==> src/rtl/hazard_forwarding_unit.sv <==
// rtl/hazard_forwarding_unit.sv - ID operand forwarding, load-use stall and branch squash control
// Optional perf counters enabled by defining HAZ_PERF_CNT_EN.
module hazard_forwarding_unit #(
  parameter int AW              = 5,
  parameter int LOAD_USE_STALLS = 1,
  parameter int CNT_W           = 16
) (
  input  logic             CLK,
  input  logic             RST,
  input  logic [AW-1:0]    ID_RA,
  input  logic [AW-1:0]    ID_RB,
  input  logic             ID_USE_A,
  input  logic             ID_USE_B,
  input  logic [AW-1:0]    ID_RD,
  input  logic             ID_RF_LE,
  input  logic             ID_L,
  input  logic             EX_J,
  output logic [1:0]       A_S,
  output logic [1:0]       B_S,
  output logic             PC_LE,
  output logic             IFID_LE,
  output logic             IFID_FLUSH,
  output logic             CU_S,
  output logic [CNT_W-1:0] STALL_CNT,
  output logic [CNT_W-1:0] FLUSH_CNT
);

  localparam logic MEM_LOAD_STALL = (LOAD_USE_STALLS >= 2);

  // Shadow copy of the destination tags held by EX, MEM and WB.
  logic          ex_v, mem_v, wb_v;
  logic [AW-1:0] ex_rd, mem_rd, wb_rd;
  logic          ex_l, mem_l;

  logic a_ex, a_mem, a_wb, b_ex, b_mem, b_wb;
  logic load_use, stall;

  function automatic logic hit(input logic v, input logic [AW-1:0] rd,
                               input logic [AW-1:0] src, input logic use_bit);
    return v && use_bit && (rd == src) && (rd != '0);
  endfunction

  function automatic logic [1:0] pick(input logic e, input logic m, input logic w);
    if (e)      return 2'b01;
    else if (m) return 2'b10;
    else if (w) return 2'b11;
    else        return 2'b00;
  endfunction

  assign a_ex  = hit(ex_v,  ex_rd,  ID_RA, ID_USE_A);
  assign a_mem = hit(mem_v, mem_rd, ID_RA, ID_USE_A);
  assign a_wb  = hit(wb_v,  wb_rd,  ID_RA, ID_USE_A);
  assign b_ex  = hit(ex_v,  ex_rd,  ID_RB, ID_USE_B);
  assign b_mem = hit(mem_v, mem_rd, ID_RB, ID_USE_B);
  assign b_wb  = hit(wb_v,  wb_rd,  ID_RB, ID_USE_B);

  assign load_use = (ex_l && (a_ex || b_ex)) ||
                    (MEM_LOAD_STALL && mem_l && (a_mem || b_mem));
  // A taken branch squashes the ID instruction, so its hazard must not hold the PC.
  assign stall = load_use && !EX_J;

  always_comb begin
    A_S        = pick(a_ex, a_mem, a_wb);
    B_S        = pick(b_ex, b_mem, b_wb);
    PC_LE      = !stall;
    IFID_LE    = !stall;
    CU_S       = stall || EX_J;
    IFID_FLUSH = EX_J;
    if (!RST) begin
      A_S        = 2'b00;
      B_S        = 2'b00;
      PC_LE      = 1'b1;
      IFID_LE    = 1'b1;
      CU_S       = 1'b0;
      IFID_FLUSH = 1'b0;
    end
  end

  always_ff @(posedge CLK or negedge RST) begin
    if (!RST) begin
      ex_v   <= 1'b0;
      ex_rd  <= '0;
      ex_l   <= 1'b0;
      mem_v  <= 1'b0;
      mem_rd <= '0;
      mem_l  <= 1'b0;
      wb_v   <= 1'b0;
      wb_rd  <= '0;
    end else begin
      if (CU_S) begin
        ex_v  <= 1'b0;
        ex_rd <= '0;
        ex_l  <= 1'b0;
      end else begin
        ex_v  <= ID_RF_LE;
        ex_rd <= ID_RD;
        ex_l  <= ID_L;
      end
      mem_v  <= ex_v;
      mem_rd <= ex_rd;
      mem_l  <= ex_l;
      wb_v   <= mem_v;
      wb_rd  <= mem_rd;
    end
  end

`ifdef HAZ_PERF_CNT_EN
  localparam logic [CNT_W-1:0] CNT_ONE = {{(CNT_W-1){1'b0}}, 1'b1};

  logic [CNT_W-1:0] stall_cnt, flush_cnt;

  always_ff @(posedge CLK or negedge RST) begin
    if (!RST) begin
      stall_cnt <= '0;
      flush_cnt <= '0;
    end else begin
      if (stall && (stall_cnt != '1)) stall_cnt <= stall_cnt + CNT_ONE;
      if (EX_J && (flush_cnt != '1))  flush_cnt <= flush_cnt + CNT_ONE;
    end
  end

  assign STALL_CNT = stall_cnt;
  assign FLUSH_CNT = flush_cnt;
`else
  assign STALL_CNT = '0;
  assign FLUSH_CNT = '0;
`endif

endmodule

==> config.mk <==
export PLATFORM = sky130hd
export DESIGN_NAME = hazard_forwarding_unit
export DESIGN_NICKNAME = d
export VERILOG_FILES = /design/src/rtl/hazard_forwarding_unit.sv
export SDC_FILE = /design/constraint.sdc
export NUM_CORES = 1
export LEC_CHECK = 0
export ABC_AREA = 1
export BUFFER_PORTS_ARGS = -buffer_cell sky130_fd_sc_hd__buf_2
export CORE_ASPECT_RATIO = 0.9
export CORE_UTILIZATION = 45
export CTS_BUF_LIST = sky130_fd_sc_hd__clkbuf_8
export DETAILED_ROUTE_END_ITERATION = 16
export GPL_TIMING_DRIVEN = 0
export PLACE_DENSITY = 0.76
export SYNTH_ARGS = -nofsm -noshare
export SYNTH_HDL_FRONTEND = slang
export SYNTH_SLANG_ARGS = --single-unit
==> constraint.sdc <==
create_clock -name CLK -period 2.6 [get_ports CLK]
set_input_delay 0.78 -clock CLK [delete_from_list [all_inputs] [get_ports CLK]]
set_output_delay 0.78 -clock CLK [all_outputs]
set_load 0.02 [all_outputs]
Yosys cells after proc, flatten, opt, wreduce, memory -nomap -nowiden

Index checks and enable logic that the tools add are counted.

Register bits after elaboration: 19
Bits in latches: 0
RAM bits: 0
Bits in read-only memories: 0
Bits of input ports: 22
Output and inout bits: 40
Word-level logic and storage cells: 54
Memories: 0

Add/sub/neg operators: 0
$mul: 0
Div/mod/pow operators: 0
Magnitude comparators: 0
Eq/ne operators: 6
Shift-type cells: 0
Mux-type cells: 14
Bitwise gates (word level): 0
Reduce and logical (&&, ||, !) cells: 27

Operator list:

| kind               | count |
|---|---|
| == test 5 bit      | 6 |
| logical AND 1 bit  | 20 |
| 2-to-1 mux 2 bit   | 8 |
| nonzero test 5 bit | 3 |
| 2-to-1 mux 1 bit   | 5 |
| 2-to-1 mux 5 bit   | 1 |
| zero test 1 bit    | 2 |
| logical OR 1 bit   | 2 |

Logic depth before layout (Yosys ltp)

Depth in word-level cells: 9
Depth in mapped cells: 11
Mapped depth without buffers: 11

Least setup slack after synthesis

No wires, ideal clock.

Kind: input -> output
Start point: in ID_RB[2]
End point: out PC_LE
Arrival time: 1765 ps
Required time: 1820 ps
Slack: 55 ps
Stages: 10
Path buffers: 1
Cell sequence: inv_1 -> nand2_1 -> nand2_1 -> nand2_1 -> nor2_2 -> nand2_2 -> nand2_2 -> nand2_2 -> or2_1 -> buf_4

Cells in the longest elaborated chain, start to end: 8

RTL lines:

| what                            | RTL line | RTL |
|---|---|---|
| start: declaration              | 11       | `input logic [AW-1:0] ID_RB,` |
| == test 5 bit                   | 40       | `return v && use_bit && (rd == src) && (rd != '0);` |
| logical AND 1 bit (2 in series) | 40       |  |
| logical OR 1 bit                | 57       | `assign load_use = (ex_l && (a_ex \|\| b_ex)) \|\|` |
| logical AND 1 bit               | 57       |  |
| logical AND 1 bit               | 60       | `assign stall = load_use && !EX_J;` |
| zero test 1 bit                 | n/a      |  |
| 2-to-1 mux 1 bit                | n/a      |  |
| end: declaration                | 20       | `output logic PC_LE,` |

No other way between the ends.

Worst setup path after layout

Start point: in ID_RA[2]
End point: out A_S[0]

Cells in the longest elaborated chain, start to end: 7
Elaborated cells between the ends (all ways): 13
Classes of those cells: 3 x eq/ne; 4 x mux; 6 x reduce/logical

RTL lines:

| what                            | RTL line | RTL |
|---|---|---|
| start: declaration              | 10       | `input logic [AW-1:0] ID_RA,` |
| == test 5 bit                   | 40       |  |
| logical AND 1 bit (2 in series) | 40       |  |
| 2-to-1 mux 2 bit                | 46       | `else if (w) return 2'b11;` |
| 2-to-1 mux 2 bit                | 45       | `else if (m) return 2'b10;` |
| 2-to-1 mux 2 bit (*)            | 44       | `if (e) return 2'b01;` |
| 2-to-1 mux 2 bit (*)            | 69       | `if (!RST) begin` |
| end: declaration                | 18       | `output logic [1:0] A_S,` |

Mark *: on every way between the ends. The rest lies on a longest branch, timed or not.

==> impl_table.tex <==
\begin{tabular}{lr}
\hline
Metric & Value \\
\hline
\multicolumn{2}{l}{\textbf{Placed design}} \\
Post-detail-place hpwl & 2.47 mm \\
Worst slack at placement & -0.235 ns \\
Gp weighted congestion & 0.909 \\
Port buffer count & 29 \\
\multicolumn{2}{l}{\textbf{Pwr}} \\
Net switching power figure & 0.260 mW \\
Total power density per cell area & 381 mW/mm2 \\
Combinational Power Share & 31.3\% \\
Static Leak & 1.19 nW \\
Sequential cell fraction of total power & 42.2\% \\
Internal power summed over all cells & 0.532 mW \\
Clock network fraction of design power & 26.5\% \\
Peak ir drop on the vdd network & 0.000319 V \\
Sw Share & 32.9\% \\
\multicolumn{2}{l}{\textbf{Floorplan}} \\
Core region area & 0.00304 mm2 \\
Area enclosed by the die boundary & 0.00343 mm2 \\
Number of top-level pins & 62 \\
Height of the chip & 55.6 um \\
Std cell rows & 19 \\
Effective utilization at floorplan & 47.2\% \\
Horiz. Die Dim & 61.6 um \\
\multicolumn{2}{l}{\textbf{STA}} \\
Tmin final & 2.58 ns \\
Maximum clock rate & 0.388 GHz \\
Total negative setup slack & 0 ns \\
Final count of negative-setup-slack endpoints & 0 \\
Final Hold Fails & 0 \\
Setup repair after global routing missed its margin & true \\
Number of pins with negative max-slew slack in the final report & 0 \\
Post-route setup slack & 0.0235 ns \\
Clock skew & 0.00485 ns \\
Final cycle utilization of the critical path & 99.1\% \\
\multicolumn{2}{l}{\textbf{Worst setup path}} \\
Arrival time reported for the critical path endpoint & 1.80 ns \\
Slack of the worst reg-to-reg path & 1.04 ns \\
Worst setup EP type & output port \\
Crit Reg-Reg Startpoint & ex\_rd[2] \\
Depth of the most critical reg-to-reg path & 11 \\
Worst flop-to-flop path endpoint & ex\_rd[1] \\
Data required time at the worst endpoint & 1.82 ns \\
Crit path launch type & primary input \\
Category of the most critical setup path & in -> out \\
Biggest fanout along the worst timing path & 3 \\
\multicolumn{2}{l}{\textbf{Job}} \\
Max Cap Viol & 0 \\
\multicolumn{2}{l}{\textbf{Route}} \\
Average vias per placed instance & 4.19 \\
Starting DRT DRC Count & 47 \\
Total Routed Length & 3.26 mm \\
Number of iterations in the first detailed-routing pass & 4 \\
Detail-routed net length per standard cell & 9.79 um \\
Sum of routed wire segments on met1 & 1.37 mm \\
Met2 WL post-DR & 1.67 mm \\
Detail Route Antenna Nets & 0 \\
DRC viols & 0 \\
Highest metal layer used by the detailed router & met4 \\
Total via count in the routed design & 1,396 \\
Met3 routed wirelength & 174 um \\
\multicolumn{2}{l}{\textbf{Logic synthesis}} \\
Number of enable-type register cells in the synthesized netlist & 0 \\
Dominant cell by count in the synthesized netlist & sky130\_fd\_sc\_hd\_\_nand2\_1 \\
Area fraction in compound gates after synthesis & 6.44\% \\
Most used DFF post-synth & sky130\_fd\_sc\_hd\_\_dfrtp\_1 \\
XOR/XNOR Fraction of Synth Area & 1.83\% \\
Gate count of the mapped netlist & 218 \\
Top cell type's share of synthesized area & 33.1\% \\
Cell taking the most area after synthesis & sky130\_fd\_sc\_hd\_\_dfrtp\_1 \\
Fraction of the yosys area taken by sequential cells & 33.1\% \\
Most used standard cells in the synthesized netlist & sky130\_fd\_sc\_hd\_\_nand2\_1, sky130\_fd\_sc\_hd\_\_inv\_1, sky130\_fd\_sc\_hd\_\_buf\_4 \\
Flip-flop and latch count after synthesis & 19 \\
Mux share of post-synthesis cell area & 0\% \\
FFs w/ async S/R, synth & 100\% \\
Post-Synth Adder-Cell Area & 0\% \\
Simple logic cell fraction of the synthesized area & 31.5\% \\
Mapped cell area & 0.00144 mm2 \\
Cells taking the most area after synthesis & sky130\_fd\_sc\_hd\_\_dfrtp\_1, sky130\_fd\_sc\_hd\_\_buf\_4, sky130\_fd\_sc\_hd\_\_nand2\_1 \\
Combinational family with the most area after synthesis & simple AND/OR/NAND/NOR gates \\
Count of unique library cells instantiated by Yosys & 20 \\
Syn Area/Cell & 6.59 um2 \\
Yosys warning count & 0 \\
\multicolumn{2}{l}{\textbf{Clocking}} \\
Clock tree from TritonCTS & built \\
Number of sinks driven by the clock tree & 19 \\
Maximum clock path buffer count & 2 \\
Clock Latency Late Sink & 0.26 ns \\
Deepest level of the CTS H-tree & 1 \\
Clk Tree Root Cell & sky130\_fd\_sc\_hd\_\_clkbuf\_8 \\
Post-CTS Hold Buffers & 0 \\
CTS Buf Count & 3 \\
Clock transition time at the flip-flop clock pins of the worst setup and hold paths & 0.08 ns \\
\multicolumn{2}{l}{\textbf{Layout}} \\
Layout Area Growth over Synthesis & 44.6\% \\
Layout cells sized above 1 & 38.1\% \\
Antenna Diode Count & 0 \\
Number of nets in the layout & 314 \\
\multicolumn{2}{l}{\textbf{Global route}} \\
GRT Residual Overflow & 0 \\
Pin count of the biggest net entering global routing & 25 \\
Number of antenna violations at the first check in global routing & 0 \\
Global-route wire length before repair & 5.00 mm \\
Number of global-route vias before repair & 1,160 \\
Combined global-route utilization of all metal layers & 19.6\% \\
\multicolumn{2}{l}{\textbf{Run status}} \\
Result of the run & finished, final reports clean \\
\multicolumn{2}{l}{\textbf{Worst hold path}} \\
Worst hold path type & in -> async \\
\hline
\end{tabular}
-- cells in the final DEF (no fill, tap or decap) --
master	instances
sky130_fd_sc_hd__nand2_8	1
sky130_fd_sc_hd__buf_2	10
sky130_fd_sc_hd__o21ai_0	5
sky130_fd_sc_hd__dfrtp_1	19
sky130_fd_sc_hd__or2_4	1
sky130_fd_sc_hd__nor3_1	1
sky130_fd_sc_hd__nor3_2	1
sky130_fd_sc_hd__o22ai_1	4
sky130_fd_sc_hd__xnor2_1	3
sky130_fd_sc_hd__nand2_1	50
sky130_fd_sc_hd__inv_2	4
sky130_fd_sc_hd__inv_1	28
sky130_fd_sc_hd__nand3b_1	1
sky130_fd_sc_hd__inv_4	5
sky130_fd_sc_hd__nor2_1	23
sky130_fd_sc_hd__clkbuf_8	3
sky130_fd_sc_hd__conb_1	32
sky130_fd_sc_hd__a21oi_1	1
sky130_fd_sc_hd__buf_4	45
sky130_fd_sc_hd__nor2_2	4
sky130_fd_sc_hd__o21ai_1	1
sky130_fd_sc_hd__buf_12	1
sky130_fd_sc_hd__clkinv_2	1
sky130_fd_sc_hd__buf_6	11
sky130_fd_sc_hd__buf_8	4
sky130_fd_sc_hd__a21oi_2	5
sky130_fd_sc_hd__nand2_4	1
sky130_fd_sc_hd__nand2_2	14
sky130_fd_sc_hd__nand3_1	10
sky130_fd_sc_hd__or2_0	1
sky130_fd_sc_hd__nand4_1	1
-- kinds of logic after synthesis --
group,Yosys count
xor+xnor,3
other cells,1
compound gates,16
simple gates,109
flops,19
buf+inv,70
-- per-stage QoR --
| step | area, um2 | hold slack (ns) | power [mW] | instances | util, % |
|---|---|---|---|---|---|
| after floorplan | 1550 | 0.374 | 0.491 | 249 | - |
| after global placement | 1750 | 0.387 | 0.540 | 320 | 57.6 |
| after detailed placement | 1750 | 0.390 | 0.542 | 320 | 57.6 |
| after CTS | 1920 | 0.407 | 0.765 | 331 | 63.0 |
| after global routing | 2080 | 0.415 | 0.830 | 333 | 68.3 |
| final | 2080 | 0.395 | 0.792 | 333 | 68.3 |
-- area by class of cell --
class	count	area (um2)
fill	283	963
multi-input combinational	160	762
sequential	19	475
timing repair buffer	39	352
buffer	32	240
inverter	37	151
tap	42	52.6
clock buffer	3	41.3
clock inverter	1	5.00
-- how the worst max path moves through the flow --
stage	from	end	slack, ns
after floorplan	ID_RB[2]	PC_LE	0.06
after global placement	ID_RB[2]	PC_LE	-0.22
after detailed placement	ID_RB[2]	PC_LE	-0.24
after CTS	ID_RA[4]	A_S[0]	-0.005
after global routing	ID_RA[4]	A_S[1]	-0.09
final	ID_RA[2]	A_S[0]	0.02
-- routing by layer --
layer	vias to the layer above	GRT usage [%]
met2	49	30.4
met1	604	28.0
met4	0	6.98
li1	738	-
met5	-	0
met3	5	2.09
-- registers in the layout, indices dropped and copies added, names as in the netlist --
register  cells
mem_v         1
wb_rd         5
wb_v          1
ex_rd         5
ex_v          1
mem_rd        5
ex_l          1
-- what timing repair did --
action / 4_1_cts / 5_1_grt
pin swaps: 14 / 20
setup buffers: 8 / 2
setup endpoints to repair: 3 / 7
resized for setup: 28 / 42
-- power by group through the flow --
stage	Clock (mW)	Sequential, mW	Combinational (mW)
final	0.210	0.334	0.248
after global routing	0.220	0.337	0.273
after CTS	0.211	0.333	0.221
after detailed placement	0	0.338	0.204
after global placement	0	0.337	0.202
after floorplan	0	0.334	0.157
-- worst max-delay path: stages --
cell	delay (ns)
sky130_fd_sc_hd__buf_8	0.11
sky130_fd_sc_hd__inv_4	0.04
sky130_fd_sc_hd__buf_4	0.09
sky130_fd_sc_hd__nor2_1	0.03
sky130_fd_sc_hd__nor3_1	0.26
sky130_fd_sc_hd__nand3_1	0.18
sky130_fd_sc_hd__nand2_1	0.09
sky130_fd_sc_hd__a21oi_1	0.06
sky130_fd_sc_hd__buf_4	0.15
(Power assumes the default switching activity.)
